[config.mk]
export PLATFORM = sky130hd
export DESIGN_NAME = dbscan_window_collector
export DESIGN_NICKNAME = d
export VERILOG_FILES = /design/src/rtl/dbscan_pkg.sv /design/src/rtl/dbscan_window_accum.sv /design/src/rtl/dbscan_window_collector.sv
export SDC_FILE = /design/constraint.sdc
export NUM_CORES = 1
export LEC_CHECK = 0
export CORE_MARGIN = 2
export CORE_UTILIZATION = 53
export DETAILED_ROUTE_END_ITERATION = 8
export PLACE_DENSITY = 0.87
export SLEW_MARGIN = 10
export SYNTH_ARGS = -nofsm -noshare
export SYNTH_HDL_FRONTEND = slang
export SYNTH_SLANG_ARGS = --single-unit
export TNS_END_PERCENT = 100
[constraint.sdc]
create_clock -name clk -period 3.64 [get_ports clk]
set_input_delay 1.092 -clock clk [delete_from_list [all_inputs] [get_ports clk]]
set_output_delay 1.092 -clock clk [all_outputs]
set_load 0.1 [all_outputs]
[src/rtl/dbscan_pkg.sv]
// Shared defaults, output-state encoding and saturating increment for the DBSCAN window collector.
// No logic of its own; imported by the accumulator and the collector top.
// Backpressure: n/a.
package dbscan_pkg;

    localparam int              N_DEF       = 1000;
    localparam int              DW_DEF      = 16;
    localparam int              CW_DEF      = 10;
    localparam logic [15:0]     EPS_DEF     = 16'd256;
    localparam logic [9:0]      MIN_PTS_DEF = 10'd8;

    localparam logic OUT_EMPTY = 1'b0;
    localparam logic OUT_FULL  = 1'b1;

    // Width-agnostic: callers widen to 32 bits and truncate the result back.
    function automatic logic [31:0] sat_inc(input logic [31:0] value, input logic [31:0] max_value);
        if (value >= max_value)
            return max_value;
        return value + 32'd1;
    endfunction

endpackage

[src/rtl/dbscan_window_accum.sv]
// Per-window accumulator: saturating sample/neighbour counts and running minimum distance.
// Latency: next-state values are combinational from the current sample; state updates every cycle.
// Backpressure: none, the distance stream is accepted unconditionally.
module dbscan_window_accum
    import dbscan_pkg::*;
#(
    parameter int            DW  = DW_DEF,
    parameter int            CW  = CW_DEF,
    parameter logic [DW-1:0] EPS = EPS_DEF
) (
    input  logic          clk,
    input  logic          reset,
    input  logic          diff_valid,
    input  logic [DW-1:0] diff_in,
    input  logic          clear,
    output logic [CW-1:0] nbr_next,
    output logic [CW-1:0] cnt_next,
    output logic [DW-1:0] min_next
);

    localparam logic [CW-1:0] CNT_MAX = '1;

    logic [CW-1:0] nbr_cnt;
    logic [CW-1:0] smp_cnt;
    logic [DW-1:0] run_min;

    always_comb begin
        nbr_next = nbr_cnt;
        cnt_next = smp_cnt;
        min_next = run_min;
        if (diff_valid) begin
            cnt_next = CW'(sat_inc(32'(smp_cnt), 32'(CNT_MAX)));
            if (diff_in <= EPS)
                nbr_next = CW'(sat_inc(32'(nbr_cnt), 32'(CNT_MAX)));
            if (diff_in < run_min)
                min_next = diff_in;
        end
    end

    // The closing cycle's update is consumed by the result register; state restarts empty.
    always_ff @(posedge clk) begin
        if (reset || clear) begin
            nbr_cnt <= '0;
            smp_cnt <= '0;
            run_min <= '1;
        end else begin
            nbr_cnt <= nbr_next;
            smp_cnt <= cnt_next;
            run_min <= min_next;
        end
    end

endmodule

[src/rtl/dbscan_window_collector.sv]
// Collects per-window DBSCAN neighbour statistics and presents them as one registered result.
// Latency: final_pulse in cycle t -> out_valid in cycle t+1.
// Backpressure: one result slot; a window closing while the slot is held and not drained is dropped and flags overrun.
module dbscan_window_collector
    import dbscan_pkg::*;
#(
    parameter int            N       = N_DEF,
    parameter int            DW      = DW_DEF,
    parameter int            CW      = CW_DEF,
    parameter logic [DW-1:0] EPS     = EPS_DEF,
    parameter logic [CW-1:0] MIN_PTS = MIN_PTS_DEF
) (
    input  logic          clk,
    input  logic          reset,
    input  logic          diff_valid,
    input  logic [DW-1:0] diff_in,
    // Window-close strobe; "final" itself is a reserved word.
    input  logic          final_pulse,
    input  logic          out_ready,
    output logic          out_valid,
    output logic [CW-1:0] neighbour_count,
    output logic [CW-1:0] sample_count,
    output logic [DW-1:0] min_diff,
    output logic          is_core,
    output logic          overrun
);

    if (N > (1 << CW) - 1) begin : g_cw_too_narrow
        $error("CW too narrow for N samples per window");
    end

    typedef struct packed {
        logic [CW-1:0] nbr;
        logic [CW-1:0] cnt;
        logic [DW-1:0] mn;
        logic          core;
    } result_t;

    logic          state;
    result_t       res;
    result_t       res_next;
    logic [CW-1:0] nbr_next;
    logic [CW-1:0] cnt_next;
    logic [DW-1:0] min_next;

    dbscan_window_accum #(
        .DW  (DW),
        .CW  (CW),
        .EPS (EPS)
    ) u_accum (
        .clk        (clk),
        .reset      (reset),
        .diff_valid (diff_valid),
        .diff_in    (diff_in),
        .clear      (final_pulse),
        .nbr_next   (nbr_next),
        .cnt_next   (cnt_next),
        .min_next   (min_next)
    );

    assign res_next = '{nbr: nbr_next, cnt: cnt_next, mn: min_next, core: (nbr_next >= MIN_PTS)};

    always_ff @(posedge clk) begin
        if (reset) begin
            state   <= OUT_EMPTY;
            res     <= '0;
            overrun <= 1'b0;
        end else begin
            case (state)
                OUT_EMPTY: begin
                    if (final_pulse) begin
                        res   <= res_next;
                        state <= OUT_FULL;
                    end
                end
                default: begin
                    if (out_ready) begin
                        if (final_pulse)
                            res <= res_next;
                        else
                            state <= OUT_EMPTY;
                    end else if (final_pulse) begin
                        overrun <= 1'b1;
                    end
                end
            endcase
        end
    end

    assign out_valid       = (state == OUT_FULL);
    assign neighbour_count = res.nbr;
    assign sample_count    = res.cnt;
    assign min_diff        = res.mn;
    assign is_core         = res.core;

endmodule

==> out/qor.txt <==
Final Total Pwr = 1930 uW
CTS tree = done
#FFs+latches synth = 75
Cts bufs inserted = 9
Pwr Density = 447 nW/um^2
CTS Hold Buffers Added = 0
Nets = 516
Status = completed
Die width = 84.7 um
Min Tclk post-route = 3.38 ns
Final hold violations = 0
Post-synth EDFFs = 0
Leak = 0.00190 uW
CTS max path bufs = 2
I/O pin count = 60
Row count = 29
Vias in the first global route = 3108
Met1 wire length = 3670 um
Initial Util = 54.7%
CP bufs+invs = 2
First-pass DRT Iterations = 4
Syn Inst Count = 406
Largest net degree at the start of global routing = 38
Gr ovfl total = 0
DR WL met3 = 543 um
Layout cells sized above 1 = 18.3%
Max-cap violations = 0
Initial antenna violation count = 0
Most common cell in the netlist = dfxtp_1
Peak supply drop = 0.000370 V
Die height = 84.7 um
Clock slew seen by the registers of the worst setup and hold paths = 0.07 ns
WS Path Type = in2reg
Unrepaired setup endpoints after global routing = false
FF-to-FF setup slack = 1.27 ns
# DRC = 0
Vias = 3293
Layout area overhead = 25.1%
WL met2 = 4210 um
Worst-path cell chain = clkdlybuf4s50_1 > or4_1 > or4_4 > buf_4 > nor4b_4 > nand3_1 > a2111oi_2 > a211oi_1
Register area share after synthesis = 43.5%
Root Driver = clkbuf_8
Slew HR = 56.7%
Placer Congestion = 0.991
Mapped Area = 3450 sq um
DP Area = 4140 sq um
Filler cell count = 521
CP required = 3.85 ns
WL/cell = 15.4 um
Fmax = 296 MHz
Global-route wire length before repair = 14200 um
Routed WL = 8590 um
Worst setup SP type = primary input
Slowest-stage cell, CP = or4_1
Post-synthesis net count = 444
Worst min path class = reg2reg
Post-synth top area share = 43.5%
Slew Limit Fails = 0
Vias per cell = 5.90
Top routing layer in use = met4
CP arrival = 3.59 ns
Global-route usage over all layers = 24.6%
Cell variety after synth = 44
Final worst-path cycle share = 92.8%
Clock latency on the worst-skew pair = 0.35 ns
Number of port buffers = 59
Placed wire-length estimate = 6160 um
Slew @ Worst Pin = 0.648 ns
Cell taking the most area after synthesis = dfxtp_1
Element type at the critical path end = flip-flop
Resized cells post-CTS = 0
Ys Warns = 0
Crit path largest cell delay = 0.56 ns
Asr flop ratio synth = 0%
Top delay family on crit path = simple AND/OR/NAND/NOR gates
Prevailing post-synth register cell = dfxtp_1
# Post-CTS Setup Buffers = 0
Final ANT Viol Nets = 0
Cell area after layout = 4320 sq um
Critical path peak fanout = 3
CTS HTree Levels = 3
DR iter-0 viols = 214
Commonest cells post-synth = dfxtp_1, nor2_1, nand3_1, nand2_1, o21ai_0
Syn_area_per_cell = 8.51 sq um
# clock sinks = 75
N_diodes = 0
Final setup viols = 0
Die area = 7180 sq um
Worst Skew = 0.0132 ns
Core area = 6310 sq um
Area contributors post-synth = dfxtp_1, nor2_1, nand3_1
path summary, 6_finish.rpt:
kind,start,end,cells after the start
setup / recovery,diff_in[9],is_core,8
hold / removal,neighbour_count[2],neighbour_count[2],2
setup reg to reg,u_accum.run_min[1],min_diff[7],8
hold reg to reg,neighbour_count[2],neighbour_count[2],2
cells in the final DEF, fill, tap and decap left out, types with 2 or more instances in the layout:
master,instances
a21oi_1,18
o22ai_1,3
or4_1,5
a311oi_1,16
or2_2,2
nor4_2,2
and2_1,6
nor3_1,4
and4_1,3
nand2b_1,4
o21a_1,4
buf_4,62
nor2_1,58
clkbuf_8,10
dfxtp_1,75
o211a_1,2
clkinv_2,2
nand2_1,27
nand4_1,6
and3_1,3
xnor2_1,2
nor2b_1,3
a211oi_1,9
a21o_1,5
nand3_1,43
nand3b_1,2
o211ai_1,4
clkdlybuf4s50_1,20
xor2_1,4
inv_1,16
nor4_1,2
o21ai_0,23
ha_1,17
mux2_2,4
worst register-to-register path, delay by kind of cell (launching register included):
kind / cells / cell delay, ns
buf+inv: 2 / 0.27
fa+ha+maj: 1 / 0.26
flops: 1 / 0.35
compound gates: 3 / 0.80
simple gates: 2 / 0.57
cell families after synthesis:
logic type	synth area share, %
xor gates and xnor gates	1.52
buffers and inverters	4.02
AOI/OAI and AO/OA	17.4
DFF	43.5
and+or+nand+nor	25.8
muxes	1.59
adders and majority gates	6.16
state kept, by name, summed over array words and instances, names as in the netlist:
signal / count
u_accum.run_min: 16
min_diff: 16
u_accum.nbr_cnt: 10
neighbour_count: 10
overrun: 1
u_accum.smp_cnt: 10
out_valid: 1
sample_count: 10
is_core: 1
cell type report:
type	instances	area (sq um)	share of cell area (%)
Timing Repair Buffer	82	666	15.4
Multi-Input combinational cell	294	1810	42.0
Tap cell	77	96.3	2.23
Clock buffer	11	141	3.27
Inverter	16	60.1	1.39
Clock inverter	3	40.0	0.927
Sequential cell	75	1500	34.8
metal layers:
layer  global-route usage, %  up-vias
met5                       0        -
met4                    11.3        0
met3                    5.41       14
met2                    42.5      116
met1                    29.0     1544
li1                        -     1619
through the flow:
stage | TNS, ns | worst slack, ns | cells | util (%) | hold slack (ns)
after floorplan | 0 | 0.495 | 406 | - | 0.473
after global placement | -0.00398 | -0.00398 | 544 | 65.5 | 0.445
after detailed placement | -0.0745 | -0.0745 | 544 | 65.5 | 0.451
after CTS | 0 | 0.294 | 558 | 68.4 | 0.460
after global routing | 0 | 0.170 | 558 | 68.4 | 0.475
final | 0 | 0.264 | 558 | 68.4 | 0.457
where the power goes:
part / switching (uW) / internal (uW) / leakage [uW]
clock: 286 / 326 / 0.0000950
combinational: 318 / 121 / 0.00119
sequential: 20.4 / 858 / 0.000613
No activity file was read; power rests on OpenSTA's default activity.
